[src/rtl/ysyx_23060061_core_ctrl.sv]
// Multi-cycle control FSM for the NPC core: fetch, execute, memory, writeback.
// Gates IR/RF/PC writes, halts on ebreak, flags handshake timeouts as bus errors.
module ysyx_23060061_core_ctrl #(
   parameter int TIMEOUT = 255,
   parameter int CNT_W   = 8
) (
   input  logic        clk,
   input  logic        rst,
   output logic        ifu_req_valid,
   input  logic        ifu_req_ready,
   input  logic        ifu_rsp_valid,
   output logic        ir_we,
   input  logic        dec_is_load,
   input  logic        dec_is_store,
   input  logic        dec_reg_write,
   input  logic        dec_ebreak,
   output logic        lsu_req_valid,
   input  logic        lsu_req_ready,
   input  logic        lsu_rsp_valid,
   output logic        rf_we,
   output logic        pc_we,
   output logic        halt,
   output logic        bus_err,
   output logic [2:0]  state,
   output logic [31:0] inst_cnt
);

   typedef enum logic [2:0] {
      S_FETCH = 3'd0,
      S_FWAIT = 3'd1,
      S_EXEC  = 3'd2,
      S_MREQ  = 3'd3,
      S_MWAIT = 3'd4,
      S_WB    = 3'd5,
      S_HALT  = 3'd6,
      S_ERR   = 3'd7
   } state_e;

   state_e             state_q, state_d;
   logic [CNT_W-1:0]   cnt_q, cnt_d;
   logic [31:0]        inst_cnt_q, inst_cnt_d;
   logic               wait_st;
   logic               timed_out;

   assign timed_out = (cnt_q == CNT_W'(TIMEOUT));

   always_ff @(posedge clk) begin
      if (rst) begin
         state_q    <= S_FETCH;
         cnt_q      <= '0;
         inst_cnt_q <= '0;
      end else begin
         state_q    <= state_d;
         cnt_q      <= cnt_d;
         inst_cnt_q <= inst_cnt_d;
      end
   end

   always_comb begin
      state_d       = state_q;
      inst_cnt_d    = inst_cnt_q;
      ifu_req_valid = 1'b0;
      ir_we         = 1'b0;
      lsu_req_valid = 1'b0;
      rf_we         = 1'b0;
      pc_we         = 1'b0;
      wait_st       = 1'b0;
      unique case (state_q)
         S_FETCH: begin
            ifu_req_valid = 1'b1;
            wait_st       = 1'b1;
            if (ifu_req_ready)  state_d = S_FWAIT;
            else if (timed_out) state_d = S_ERR;
         end
         S_FWAIT: begin
            ir_we   = ifu_rsp_valid;
            wait_st = 1'b1;
            if (ifu_rsp_valid)  state_d = S_EXEC;
            else if (timed_out) state_d = S_ERR;
         end
         S_EXEC: begin
            if (dec_ebreak) begin
               state_d    = S_HALT;
               inst_cnt_d = inst_cnt_q + 32'd1;
            end else if (dec_is_load && dec_is_store) begin
               state_d = S_ERR;
            end else if (dec_is_load || dec_is_store) begin
               state_d = S_MREQ;
            end else begin
               state_d = S_WB;
            end
         end
         S_MREQ: begin
            lsu_req_valid = 1'b1;
            wait_st       = 1'b1;
            if (lsu_req_ready)  state_d = S_MWAIT;
            else if (timed_out) state_d = S_ERR;
         end
         S_MWAIT: begin
            wait_st = 1'b1;
            if (lsu_rsp_valid)  state_d = S_WB;
            else if (timed_out) state_d = S_ERR;
         end
         S_WB: begin
            rf_we      = dec_reg_write & ~dec_is_store;
            pc_we      = 1'b1;
            inst_cnt_d = inst_cnt_q + 32'd1;
            state_d    = S_FETCH;
         end
         S_HALT, S_ERR: ;
         default: state_d = S_ERR;
      endcase
      // Count only idle wait cycles; any state change restarts the window.
      cnt_d = (state_d != state_q || !wait_st) ? '0 : cnt_q + 1'b1;
   end

   assign halt     = (state_q == S_HALT);
   assign bus_err  = (state_q == S_ERR);
   assign state    = state_q;
   assign inst_cnt = inst_cnt_q;

endmodule
[config.mk]
export PLATFORM = sky130hd
export DESIGN_NAME = ysyx_23060061_core_ctrl
export DESIGN_NICKNAME = d
export VERILOG_FILES = /design/src/rtl/ysyx_23060061_core_ctrl.sv
export SDC_FILE = /design/constraint.sdc
export NUM_CORES = 1
export LEC_CHECK = 0
export CAP_MARGIN = 0
export CORE_ASPECT_RATIO = 0.8
export CORE_MARGIN = 2
export CORE_UTILIZATION = 25
export DETAILED_ROUTE_END_ITERATION = 8
export DONT_BUFFER_PORTS = 1
export RECOVER_POWER = 25
export SKIP_LAST_GASP = 1
export SLEW_MARGIN = 20
export SYNTH_ARGS = -nofsm -noshare
export SYNTH_HDL_FRONTEND = slang
export SYNTH_SLANG_ARGS = --single-unit
[constraint.sdc]
create_clock -name clk -period 2.2 [get_ports clk]
set_input_delay 0.55 -clock clk [delete_from_list [all_inputs] [get_ports clk]]
set_output_delay 0.55 -clock clk [all_outputs]
set_load 0.02 [all_outputs]
; Yosys cells after proc, flatten, opt, wreduce, memory -nomap -nowiden
; Cells that the tools add are included.
; Widths: inputs -> output; s select.
[classes]
order_cmp = 0
n_mux = 17
multipliers = 0
n_div = 0
add_sub_neg = 2
n_shift = 0
reduce_logical = 9
bitwise = 2
eq_ne = 10
[ops]
columns = operator, n
row1 = $pmux 32 s2, 1
row2 = $add 32x1->32 const B, 1
row3 = $mux 32, 1
row4 = $mux 3, 8
row5 = $pmux 3 s6, 1
row6 = $eq 3x3->1 const B, 4
row7 = $add 8x1->8 const B, 1
row8 = $eq 8x8->1 const B, 1
row9 = $eq 3x2->1 const B, 2
row10 = $mux 1, 6
row11 = $reduce_or 4->1, 1
row12 = $eq 3x1->1 const B, 1
row13 = $logic_not 3->1, 1
row14 = $ne 3x3->1, 1
row15 = $logic_or 1x1->1, 2
row16 = $ne 2x2->1 const B, 1
row17 = $reduce_and 2->1, 1
row18 = $reduce_bool 2->1, 1
row19 = $reduce_or 2->1, 1
row20 = $and 1x1->1, 1
row21 = $logic_and 1x1->1, 1
row22 = $logic_not 1->1, 1
row23 = $not 1->1, 1
[word_totals]
in_bits = 10
elab_cells = 43
memories = 0
output_inout_bits = 42
reg_bits = 43
latchBits = 0
ramBits = 0
mem_bits_ro = 0

; Logic depth before layout (Yosys ltp)
; Gate-level depths: netlist (run 1).
[depth]
depth_word = 8
ltp_mapped = 7
ltp_nobuf = 5

; Worst setup path before layout (run 1)
; Ideal clock, no wire load.
[synth_path]
kind = flip-flop to output port
start = register state_q[0], in the netlist state[0]
end = output rf_we
required_ns = 1.650
path_buffers = 3
setup_slack_ns = 0.028
path_stages_with_launch = 6
arrival_time_ns = 1.622
path_cell_list = dfxtp_1 buf_2 and3b_1 buf_4 clkbuf_1 and3_1
[synth_between]
elab_chain_cells = 2
[synth_lines]
columns = item, line
row1 = start: declaration, 39  ; state_e state_q, state_d;
row2 = start signal: assignment, 53  ; state_q <= state_d;
row3 = $eq 3x3->1, 68  ; unique case (state_q)
row4 = $mux 1, 68
row5 = end: declaration, 20  ; output logic rf_we,
; No other way between the ends.

; Worst setup path in the final report (run 1)
[layout_path]
start = register inst_cnt_q[21], in the netlist inst_cnt[21]
end = register inst_cnt_q[27], in the netlist inst_cnt[27]
[layout_between]
elab_chain_cells = 3
[layout_lines]
columns = item, line
row1 = start: declaration, 41  ; logic [31:0] inst_cnt_q, inst_cnt_d;
row2 = start signal: assignment, 55  ; inst_cnt_q <= inst_cnt_d;
row3 = $add 32x1->32 *, "84, 107"
row4 = $mux 32, 82  ; if (dec_ebreak) begin
row5 = $pmux 32 s2 *, 68
; Every way passes the cells marked *; elsewhere a longest branch is shown, timed or not. The select of a mux whose other input is x is not followed.
; A chain may end at the register's enable or synchronous reset.

==> results.tsv, run 1 <==
stage	metric	value	unit
outcome	status	finished with violations	
outcome	failing checks	design-rule violations	
clock_tree	number of H-tree levels	2	
drt	ANT nets after route	0	
final_layout	ant diodes	0	
worst_setup_path	Worst Setup End Kind	register	
yosys	Synth Area in Simple Gates	28.4	%
floorplan	core area	9150	µm²
power_and_ir_drop	Cell Pwr Density	697	nW/µm²
yosys	Post-synth top cells	dfxtp_1, a21oi_1, nor2_1	
clock_tree	Longest Clk Path Bufs	2	
clock_tree	post-CTS setup repair buffer count	0	
grt	total gr overflow	0	
worst_setup_path	worst path required time	2370	ps
floorplan	total die area	10300	µm²
yosys	Cells after Synth	281	
drt	DRC	5	
worst_setup_path	crit start category	register	
sta	worst slew pin tran	613	ps
yosys	Mapped Nets	294	
floorplan	Core Rows	31	
final_layout	Total Nets Final	320	
yosys	Synth cell types	50	
sta	final max-slew violation count	0	
drt	Initial DRC Count	195	
sta	fin crit share	92.4	%
final_layout	Post-Layout Cell Count	423	
final_layout	ratio of cells with drive above 1 in the final layout	15.6	%
yosys	#FFs+latches synth	43	
sta	Final min period	2030	ps
grt	largest net degree at the start of global routing	44	
yosys	Synth Area in Compound Gates	18.6	%
sta	setup TNS	0	ps
grt	initial antenna violation count	0	
floorplan	die height	91.2	µm
clock_tree	Clock Sinks	43	
run	# Max-Cap Violations	0	
sta	number of setup violations in the final report	0	
yosys	largest family of logic cells by synthesized area	simple AND/OR/NAND/NOR gates	
hold_path	worst hold path class	in2reg	
sta	RSZ-0062 raised after global routing	false	
yosys	Cell Area, Synth	2380	µm²
yosys	Post-synth top flop	dfxtp_1	
yosys	mean post-synth cell area	8.46	µm²
placement	Port Buffers	0	
drt	wire per inst	14.3	µm
final_layout	area of the multi-input gates	1340	µm²
yosys	mux share of post-synthesis cell area	2.37	%
clock_tree	cts bufs inserted	5	
yosys	Post-Synth Adder-Cell Area	1.58	%
drt	Pre-Repair DR Iteration Count	6	
clock_tree	Clk Latency, worst-skew pair	280	ps
clock_tree	# hold bufs at CTS	0	
floorplan	starting density of the core	26.0	%
final_layout	layout filler cell count	976	
yosys	sequential-to-total area share from yosys stat	36.2	%
floorplan	Ports	52	
grt	gr usage total	12.2	%
clock_tree	Root Driver	clkbuf_16	
placement	placed insts	415	
drt	Total Wirelength	6030	µm
worst_setup_path	crit-path max FO	6	
yosys	ys async rst share	0	%
yosys	top cell type's share of synthesized area	36.2	%
drt	routed vias/inst	5.16	
clock_tree	Resized cells post-CTS	0	
sta	Final Hold Fails	0	
worst_setup_path	arrival time at the worst endpoint	2200	ps
power_and_ir_drop	Pwr Total	1.96	mW
yosys	most common cell in the netlist	dfxtp_1	
grt	first-pass GRT wire length	10000	µm
clock_tree	Reg clk slew, reported paths	60	ps
clock_tree	TritonCTS clock tree	done	
yosys	xor and xnor area share after synthesis	5.53	%
drt	vias	2183	
grt	vias in the first global route	1973	
yosys	largest cells by area after synthesis	dfxtp_1, xor2_1, a21oi_1, o31ai_1, or4_1	
yosys	Synth area leader	dfxtp_1	
yosys	number of synthesized flops with an enable pin	0	
power_and_ir_drop	worst vdd ir	331	µV
final_layout	FF+latch area	861	µm²
sta	Max-slew headroom	59.1	%
floorplan	Horiz. Die Dim	113	µm
worst_setup_path	critical path class	reg2reg	
power_and_ir_drop	leakage power	0.986	nW
sta	hold_ws	345	ps
placement	post-DP HPWL	4420	µm
placement	GPL Wtd Cong	0.803	
sta	fmax	0.492	GHz
sta	skew final	5.15	ps
yosys	Yosys Warn Count	0	
final_layout	Area Overhead vs Synth	18.1	%
worst max-delay path, stage by stage (launching register included):
cell and delay (ps):
dfxtp_1 330, clkbuf_1 330, and4_1 310, nand3_1 210, nor4_1 370, mux2_2 370
per-stage QoR:
step | setup WS (ps) | area, µm² | utilization, %
5_1_grt | 19.1 | 2810 | 30.7
2_1_floorplan | 27.8 | 2380 | -
3_3_place_gp | 245 | 2690 | 29.4
4_1_cts | 196 | 2870 | 31.3
3_5_place_dp | 255 | 2690 | 29.4
6_report | 167 | 2810 | 30.7
final timing paths:
| check | start | to | slack (ps) | cells past startpoint |
|---|---|---|---|---|
| hold reg to reg | inst_cnt[1] | inst_cnt[1] | 480 | 2 |
| hold / removal | rst | state[1] | 350 | 1 |
| setup / recovery | inst_cnt[21] | inst_cnt[27] | 170 | 5 |
| setup reg to reg | inst_cnt[21] | inst_cnt[27] | 170 | 5 |
layout make-up:
class                      instances  area share [%]
clock inverter                     2            1.25
tap                              115            5.12
clock buffer                       6            4.95
multi-input combinational        206            47.9
sequential                        43            30.7
timing repair buffer              41            8.82
inverter                          10            1.34
registers in the layout, summed over array words and instances, names as in the netlist:
name	cells
inst_cnt	32
cnt_q	8
state	3
routing by layer:
| layer | track usage [%] | wire length (µm) | part of all wire, % |
|---|---|---|---|
| met1 | 16.4 | 2760 | 46 |
| met2 | 17.4 | 2580 | 43 |
| met3 | 6.21 | 650 | 11 |
| met4 | 2.44 | 36 | 0.60 |
| met5 | 0 | 0 | 0 |
layout by cell type, fill, tap and decap left out, drive strengths merged, types with 5 or more instances in the layout:
cell type | synthesis | routed
dfxtp | 43 | 43
buf | 11 | 25
a21oi | 23 | 23
clkbuf | 10 | 22
nor2 | 17 | 17
o31ai | 14 | 14
xor2 | 14 | 14
or4 | 13 | 13
o21ai | 13 | 13
nor3 | 12 | 12
nand2 | 12 | 12
inv | 10 | 10
nand3 | 10 | 10
nand4 | 9 | 9
and3 | 6 | 6
and4 | 6 | 6
nand2b | 5 | 5
nor4 | 5 | 5
or3 | 5 | 5
o211ai | 5 | 5
mux2 | 5 | 5
cells by family after synthesis:
| family | after synthesis |
|---|---|
| compound gates | 69 |
| flops | 43 |
| fa+ha+maj | 3 |
| xor+xnor | 15 |
| mux | 5 |
| simple gates | 114 |
| buf+inv | 32 |
power breakdown:
| group | switching (mW) | total (mW) | internal [mW] |
|---|---|---|---|
| clock | 0.293 | 0.857 | 0.564 |
| combinational | 0.170 | 0.281 | 0.111 |
| sequential | 0.0186 | 0.818 | 0.799 |
(Power assumes the default switching activity.)
==> run 2, diff against run 1 <==
- SKIP_LAST_GASP: 1 -> unset
==> results of run 2 <==
Final layout, timing and power as in run 1 (identical DEF).
